File: config.mk
export PLATFORM = sky130hd
export DESIGN_NAME = fifo_slave
export DESIGN_NICKNAME = d
export VERILOG_FILES = /design/src/rtl/fifo_slave.sv
export SDC_FILE = /design/constraint.sdc
export NUM_CORES = 1
export LEC_CHECK = 0
export CAP_MARGIN = 20
export CORE_MARGIN = 4
export CORE_UTILIZATION = 28
export DETAILED_ROUTE_END_ITERATION = 7
export GPL_TIMING_DRIVEN = 0
export PLACE_DENSITY_LB_ADDON = 0.3
export SETUP_SLACK_MARGIN = 0.02
export SLEW_MARGIN = 20
export SYNTH_ARGS = -nofsm -noshare
export SYNTH_HDL_FRONTEND = slang
export SYNTH_SLANG_ARGS = --single-unit
export TNS_END_PERCENT = 100
File: constraint.sdc
create_clock -name clk -period 5.5 [get_ports clk]
set_input_delay 1.375 -clock clk [delete_from_list [all_inputs] [get_ports clk]]
set_output_delay 1.375 -clock clk [all_outputs]
set_load 0.02 [all_outputs]
File: src/rtl/fifo_slave.sv
// Bus slave with a 32-bit circular FIFO behind a small register map (DATA/STATUS/CTRL).
// Optional threshold interrupt and THRESH register at 0x03 when FIFO_SLAVE_IRQ_EN is defined.
module fifo_slave #(
   parameter int DEPTH = 8
) (
   input  logic        clk,
   input  logic        reset_n,
   input  logic        s_sel,
   input  logic        s_wr,
   input  logic [7:0]  s_address,
   input  logic [31:0] s_din,
   output logic [31:0] s_dout,
   output logic        fifo_irq
);

   localparam int PW = $clog2(DEPTH);
   localparam logic [PW:0] FULL_COUNT = (PW+1)'(DEPTH);

   logic [31:0]   mem [DEPTH];
   logic [PW-1:0] wr_ptr;
   logic [PW-1:0] rd_ptr;
   logic [PW:0]   count;
   logic          overflow;
   logic          underflow;
   logic          empty;
   logic          full;
   logic          push_req;
   logic          pop_req;
   logic          ctrl_wr;
   logic          push_ok;
   logic          pop_ok;
   logic [31:0]   status;
   logic [31:0]   read_data;

`ifdef FIFO_SLAVE_IRQ_EN
   logic [PW:0]   thresh;
   logic          thresh_wr;
`endif

   assign empty    = (count == '0);
   assign full     = (count == FULL_COUNT);
   assign push_req = s_sel &&  s_wr && (s_address == 8'h00);
   assign pop_req  = s_sel && !s_wr && (s_address == 8'h00);
   assign ctrl_wr  = s_sel &&  s_wr && (s_address == 8'h02);
   assign push_ok  = push_req && !full;
   assign pop_ok   = pop_req && !empty;

   always_comb begin
      status        = '0;
      status[PW:0]  = count;
      status[8]     = empty;
      status[9]     = full;
      status[10]    = overflow;
      status[11]    = underflow;
   end

   // Popping an empty FIFO returns 0, so uninitialised storage never leaks out.
   always_comb begin
      read_data = '0;
      case (s_address)
         8'h00:   read_data = empty ? '0 : mem[rd_ptr];
         8'h01:   read_data = status;
`ifdef FIFO_SLAVE_IRQ_EN
         8'h03:   read_data[PW:0] = thresh;
`endif
         default: read_data = '0;
      endcase
   end

   always_ff @(posedge clk) begin
      if (push_ok) mem[wr_ptr] <= s_din;
   end

   always_ff @(posedge clk or negedge reset_n) begin
      if (!reset_n) begin
         wr_ptr    <= '0;
         rd_ptr    <= '0;
         count     <= '0;
         overflow  <= 1'b0;
         underflow <= 1'b0;
         s_dout    <= '0;
      end else begin
         if (ctrl_wr && s_din[0]) begin
            wr_ptr <= '0;
            rd_ptr <= '0;
            count  <= '0;
         end else if (push_ok) begin
            wr_ptr <= wr_ptr + PW'(1);
            count  <= count + (PW+1)'(1);
         end else if (pop_ok) begin
            rd_ptr <= rd_ptr + PW'(1);
            count  <= count - (PW+1)'(1);
         end
         // Sticky error flags; only an explicit clear through CTRL drops them.
         if (ctrl_wr && s_din[1]) begin
            overflow  <= 1'b0;
            underflow <= 1'b0;
         end else begin
            if (push_req && full)  overflow  <= 1'b1;
            if (pop_req  && empty) underflow <= 1'b1;
         end
         if (s_sel && !s_wr) s_dout <= read_data;
      end
   end

`ifdef FIFO_SLAVE_IRQ_EN
   assign thresh_wr = s_sel && s_wr && (s_address == 8'h03);

   // Interrupt is registered from the committed count, so it lags a count change by one cycle.
   always_ff @(posedge clk or negedge reset_n) begin
      if (!reset_n) begin
         thresh   <= (PW+1)'(DEPTH/2);
         fifo_irq <= 1'b0;
      end else begin
         if (thresh_wr) thresh <= s_din[PW:0];
         fifo_irq <= (thresh != '0) && (count >= thresh);
      end
   end
`else
   assign fifo_irq = 1'b0;
`endif

endmodule

==> flow_metrics.env, run 1 <==
export IMPL_yosysWarnings=0
export IMPL_peakVddDrop_mv=0.251
export IMPL_topRoutingLayerUsed="met5"
export IMPL_clk_latency_ns=0.55
export IMPL_final_common_cell="edfxtp_1"
export IMPL_leakage_nw=4.63
export IMPL_postCtsHoldBufs=0
export IMPL_synth_simple_gate_area_share_pct=3.33
export IMPL_crit_type="in -> reg"
export IMPL_synthMuxAreaShare_pct=15.5
export IMPL_power_density_mw_per_mm2=322
export IMPL_ant_nets=0
export IMPL_yosys_area_top_type="edfxtp_1"
export IMPL_gp_congestion=0.700
export IMPL_drt_met1_wl_microns=11800
export IMPL_min_period_ns=4.75
export IMPL_fp_dieArea_sq_mm=0.0443
export IMPL_holdWs_ns=0.478
export IMPL_cts_buffer_depth=3
export IMPL_synth_compound_area_share_pct=2.37
export IMPL_synth_nets=615
export IMPL_grt_pass1_wl_microns=39800
export IMPL_die_x_microns=211
export IMPL_status="completed"
export IMPL_fp_coreArea_sq_mm=0.0402
export IMPL_min_path_type="reg -> reg"
export IMPL_nets=753
export IMPL_start_util_pct=28.6
export IMPL_hold_viol=0
export IMPL_overflow=0
export IMPL_dp_hpwl_microns=17600
export IMPL_dieHeight_microns=211
export IMPL_rr_startpoint="count[3]"
export IMPL_grt_pass1_vias=6104
export IMPL_synth_fa_ha_area_share_pct=0.610
export IMPL_startpoint="s_address[1]"
export IMPL_maxSlewHeadroom_pct=33.7
export IMPL_hp_start="s_dout[4]"
export IMPL_synth_top_area_share_pct=66.9
export IMPL_wl_microns=26200
export IMPL_r2r_end="mem[1][27]"
export IMPL_cp_max_fo=9
export IMPL_layout_drive_gt1_share_pct=22.8
export IMPL_syn_inst=566
export IMPL_cts_setup_buffers=0
export IMPL_min_to="s_dout[4]"
export IMPL_setup_worst_path_end_class="flip-flop"
export IMPL_routed_via_density=4.53
export IMPL_netlist_area_sq_mm=0.0115
export IMPL_rsz0062_at_grt="no"
export IMPL_synth_cell_type_count=39
export IMPL_numCtsBuffers=31
export IMPL_finalClockSkew_ns=0.0107
export IMPL_synth_area_leaders="edfxtp_1 (67%), mux4_2 (13%), dfrtp_1 (9.6%)"
export IMPL_drc_errors=0
export IMPL_mostFrequentLayoutCells="edfxtp_1 (256), clkdlybuf4s50_1 (74), mux4_2 (64)"
export IMPL_ys_ff_latch=300
export IMPL_yosys_area_share_xor_xnor_pct=0.457
export IMPL_first_pass_iters=5
export IMPL_cts_resized_gates=0
export IMPL_cp_slowest_cell="or4_1"
export IMPL_crit_chain="clkdlybuf4s50_1 -> or4_1 -> nor2_2 -> nand2_1 -> inv_1 -> nand2_1 -> nor3_2 -> buf_6 -> buf_6 -> buf_4 -> buf_4"
export IMPL_cp_arrival_ns=5.01
export IMPL_clkTransAtPathRegs_ns=0.06
export IMPL_vias=5683
export IMPL_design_area_sq_mm=0.0143
export IMPL_place_area_sq_mm=0.0133
export IMPL_rr_worst_depth=10
export IMPL_syn_mean_instance_area_sq_um=20.3
export IMPL_finalCritPeriodShare_pct=86.4
export IMPL_timing_critical_path_required_ns=5.75
export IMPL_wl_per_cell_microns=20.9
export IMPL_wl_met2_microns=12600
export IMPL_regToRegSetupSlack_ns=2.17
export IMPL_nFillCells=3761
export IMPL_syn_to_final_growth_pct=24.6
export IMPL_grt_max_degree=45
export IMPL_worst_pin_slew_ns=0.995
export IMPL_setup_violations=0
export IMPL_num_io_pins=77
export IMPL_antenna_found_initial=2
export IMPL_route_met3_wl_microns=1290
export IMPL_htree_levels=1
export IMPL_clock_sinks=300
export IMPL_cts_root_buf="clkbuf_16"
export IMPL_cts_tree="yes"
export IMPL_ys_seq_area_share_pct=76.5
export IMPL_max_freq_mhz=211
export IMPL_rows=73
export IMPL_min_path_cells=2
export IMPL_max_stage_delay_ns=0.60
export IMPL_synth_top_family_by_area="multiplexers"
export IMPL_max_cap_violations=0
export IMPL_grt_usage_pct=11.9
export IMPL_portBuffers=75
export IMPL_initialDrtViolationCount=391
export IMPL_slew_violations=0
export IMPL_startpoint_type="primary input"
export IMPL_antenna_cells=0
worst max-delay path by stage:
stage	to	cells past startpoint
after floorplan	mem[1][0]	6
after global placement	mem[1][21]	7
after detailed placement	mem[1][21]	11
after CTS	mem[1][27]	11
after global routing	mem[1][27]	11
final	mem[1][27]	11
final cells by class:
class | count | area, sq um | share of cell area, %
buffer | 26 | 110 | 0.769
clock buffer | 42 | 857 | 5.99
clock inverter | 16 | 111 | 0.778
inverter | 7 | 26.3 | 0.184
multi-input combinational | 233 | 2620 | 18.3
sequential | 300 | 8790 | 61.4
tap | 525 | 657 | 4.59
timing repair buffer | 105 | 1140 | 7.97
cells by family after synthesis:
logic type               count (synthesis)
other                                    1
multiplexers                            98
adder cells (fa/ha/maj)                  5
buffers and inverters                   33
flip-flops                             300
AND/OR/NAND/NOR                         76
XOR/XNOR                                 6
AO/OA/AOI/OAI                           47
sequential cells by signal (all words and copies together), names as in the netlist:
signal	flops
underflow	1
mem	256
count	4
overflow	1
wr_ptr	3
rd_ptr	3
s_dout	32
routing by layer:
layer  global-route usage, %  vias to the layer above
met3                    2.47                       44
met5                       0                        -
met1                    16.5                     2949
met2                    19.4                      122
li1                        -                     2564
met4                    2.48                        4
where the power goes:
group / internal [mW] / switching (mW) / total [mW]
registers: 2.47 / 0.00633 / 2.48
logic: 0.0677 / 0.0776 / 0.145
clock network: 1.14 / 0.846 / 1.98
critical path, delay by kind of cell:
| family | cells | cell delay (ns) |
|---|---|---|
| and+or+nand+nor | 5 | 2.10 |
| buffers and inverters | 6 | 1.50 |
synthesized netlist by cell type:
library cell,n
conb_1,1
inv_1,7
mux4_2,64
a31oi_1,1
nand3b_1,1
xnor2_1,3
buf_1,2
nor4_1,3
nand3_1,4
or3_4,1
buf_2,7
nor2b_1,2
a21o_1,1
a221oi_1,2
nor3_1,6
a22oi_1,6
clkbuf_1,16
nor4b_1,1
o21ba_1,1
xor2_1,3
or4_1,1
dfrtp_1,44
mux2_2,2
a41oi_1,1
o21ai_0,31
nor2_1,17
mux2i_1,32
or4_4,1
and3_1,1
buf_4,1
a21oi_1,3
nand2_1,33
o31ai_1,1
nand2b_1,2
fa_1,1
ha_1,4
edfxtp_1,256
nor4_4,2
nor2_2,1
per-stage QoR:
| step | TNS [ns] | instances | utilization, % | worst slack (ns) | total power, mW |
|---|---|---|---|---|---|
| finish | 0 | 1254 | 35.6 | 0.750 | 4.61 |
| global route | 0 | 1254 | 35.6 | 0.490 | 4.78 |
| CTS | 0 | 1254 | 35.6 | 0.738 | 4.66 |
| detailed placement | 0 | 1196 | 33.2 | 0.148 | 2.68 |
| global placement | -613.35 | 1166 | 32.1 | -3.35 | 2.67 |
| floorplan | 0 | 566 | - | 0.172 | 2.59 |
Note: power is estimated with default switching activity, not from simulation.
==> inputs of run 2 (changes only) <==
Settings changed: CTS_BUF_LIST set to sky130_fd_sc_hd__clkbuf_16, SLEW_MARGIN 20 to 30.
==> run 2 against run 1 <==
Sequential power is essentially flat. Via count grew 0.86%. Clock power is 11% higher. Global-route usage hardly changed. Routed wire length up 0.79%. Critical path type unchanged. Largest cell class unchanged.
==> flow_metrics.env, run 2 (same netlist as run 1, synthesis figures left out) <==
export IMPL_crit_path_frequent_cell="buf_4"
export IMPL_cts_setup_buffers=0
export IMPL_p_seq_share_pct=51.4
export IMPL_overflow=0
export IMPL_rsz0062_at_grt="no"
export IMPL_numCtsBuffers=34
export IMPL_finalCritPeriodShare_pct=87.3
export IMPL_layout_drive_gt1_share_pct=22.6
export IMPL_top_register="mem"
export IMPL_max_cap_violations=0
export IMPL_setup_ws_ns=0.697
export IMPL_cp_arrival_ns=5.01
export IMPL_gp_congestion=0.700
export IMPL_dp_hpwl_microns=18000
export IMPL_routed_via_density=4.54
export IMPL_fin_setup_tns_ns=0
export IMPL_cp_slowest_cell="or4_1"
export IMPL_dieHeight_microns=211
export IMPL_wl_microns=26400
export IMPL_fp_coreArea_sq_mm=0.0402
export IMPL_initialDrtViolationCount=407
export IMPL_cp_top_family="simple AND/OR/NAND/NOR gates"
export IMPL_wl_per_cell_microns=20.9
export IMPL_antenna_found_initial=2
export IMPL_vias=5732
export IMPL_antenna_cells=0
export IMPL_min_path_type="reg -> reg"
export IMPL_syn_to_final_growth_pct=25.9
export IMPL_timing_critical_path_required_ns=5.70
export IMPL_power_frac_comb_pct=3.1
export IMPL_min_period_ns=4.80
export IMPL_path_depth=11
export IMPL_clock_sinks=300
export IMPL_max_stage_delay_ns=0.60
export IMPL_cp_max_fo=9
export IMPL_top_regs="mem (256), s_dout (32), count (4)"
export IMPL_clk_latency_ns=0.50
export IMPL_drc_errors=0
export IMPL_hold_viol=0
export IMPL_worst_pin_slew_ns=0.993
export IMPL_ant_nets=0
export IMPL_startpoint_type="primary input"
export IMPL_largest_reg_flops=256
export IMPL_crit_type="in -> reg"
export IMPL_intPower_mw=3.88
export IMPL_portBuffers=75
export IMPL_start_util_pct=28.6
export IMPL_peakVddDrop_mv=0.182
export IMPL_regToRegSetupSlack_ns=2.16
export IMPL_power_density_mw_per_mm2=334
export IMPL_crit_chain="clkdlybuf4s50_1 -> or4_1 -> nor2_2 -> nand2_1 -> inv_1 -> nand2_1 -> nor3_2 -> buf_4 -> buf_6 -> buf_4 -> buf_4"
export IMPL_mostFrequentLayoutCells="edfxtp_1 (256), clkdlybuf4s50_1 (74), mux4_2 (64)"
export IMPL_finalClockSkew_ns=0.0126
export IMPL_sw_frac_of_total_pct=19.6
export IMPL_p_sw_uw=944
export IMPL_nets=762
export IMPL_cts_buffer_depth=3
export IMPL_max_freq_mhz=208
export IMPL_die_x_microns=211
export IMPL_first_pass_iters=4
export IMPL_final_common_cell="edfxtp_1"
export IMPL_startpoint="s_address[1]"
export IMPL_postCtsHoldBufs=0
export IMPL_nFillCells=3735
export IMPL_setup_violations=0
export IMPL_maxSlewHeadroom_pct=33.8
export IMPL_grt_max_degree=31
export IMPL_cts_resized_gates=0
export IMPL_r2r_end="mem[1][21]"
export IMPL_num_io_pins=77
export IMPL_regArea_sq_mm=0.00879
export IMPL_leakage_nw=4.76
export IMPL_rr_startpoint="count[3]"
export IMPL_fp_dieArea_sq_mm=0.0443
export IMPL_setup_worst_path_end_class="flip-flop"
export IMPL_cts_tree="yes"
export IMPL_multi_input_area_sq_mm=0.00262
export IMPL_grt_pass1_vias=6094
export IMPL_total_power_mw=4.83
export IMPL_slew_violations=0
export IMPL_dp_slack_ns=0.110
export IMPL_rr_worst_depth=10
export IMPL_status="completed"
export IMPL_p_clk_share_pct=45.5
export IMPL_grt_pass1_wl_microns=39700
export IMPL_grt_usage_pct=11.9
export IMPL_crit_end="mem[1][21]"
export IMPL_htree_levels=2
export IMPL_path_buf_inv=6
export IMPL_clkTransAtPathRegs_ns=0.05
export IMPL_rows=73
export IMPL_cts_root_buf="clkbuf_16"
[run 2: cell types whose count changed in the layout (fill, tap and decap cells not counted), moves of 4 or more]
cell       change
clkbuf_1       -7
buf_4         +13
inv_1         +15
buf_6          -7
clkbuf_16      +4
clkbuf_8       -4
clkinv_2       -8
[run 2: area by class of cell]
class	count	area share (%)
tap	525	4.54
clock buffer	35	6.06
buffer	26	0.761
sequential	300	60.8
inverter	7	0.182
multi-input combinational	233	18.1
clock inverter	26	1.51
timing repair buffer	111	8.05
[run 2: stage by stage]
stage / hold slack [ns] / utilization, % / instance area, sq um / cells
final: 0.478 / 36.0 / 14500 / 1263
after global routing: 0.502 / 36.0 / 14500 / 1263
after CTS: 0.488 / 36.0 / 14500 / 1263
after detailed placement: 0.475 / 33.3 / 13400 / 1202
after global placement: 0.465 / 32.1 / 12900 / 1166
after floorplan: 0.463 / - / 11500 / 566
[run 2: how the worst min path moves through the flow]
stage,start,cells past startpoint,end
final,s_dout[4],2,s_dout[4]
after global routing,s_dout[4],2,s_dout[4]
after CTS,s_dout[4],2,s_dout[4]
after detailed placement,s_dout[4],2,s_dout[4]
after global placement,s_dout[19],2,s_dout[19]
after floorplan,underflow,2,underflow
[run 2: routing by layer]
layer,track usage (%),vias up,routed length (microns)
met4,2.86,4,557
met3,2.80,45,1340
met2,19.0,122,12600
met1,16.6,2984,11900
met5,0,-,32
li1,-,2577,-
[run 2: worst reg2reg max path: stages (launching register included)]
cell and delay, ns:
dfrtp_1 0.42, nor4b_1 0.19, nor2_1 0.25, nand2_1 0.28, inv_1 0.28, nand2_1 0.26, nor3_2 0.56, buf_4 0.31
buf_6 0.16, buf_4 0.16, buf_4 0.16
[run 2: power by group through the flow]
| stage | clock network (mW) | logic (mW) | registers (mW) |
|---|---|---|---|
| 2_1_floorplan | 0 | 0.0617 | 2.53 |
| 3_3_place_gp | 0 | 0.147 | 2.53 |
| 3_5_place_dp | 0 | 0.152 | 2.53 |
| 4_1_cts | 2.26 | 0.153 | 2.48 |
| 5_1_grt | 2.35 | 0.164 | 2.48 |
| 6_report | 2.20 | 0.148 | 2.48 |
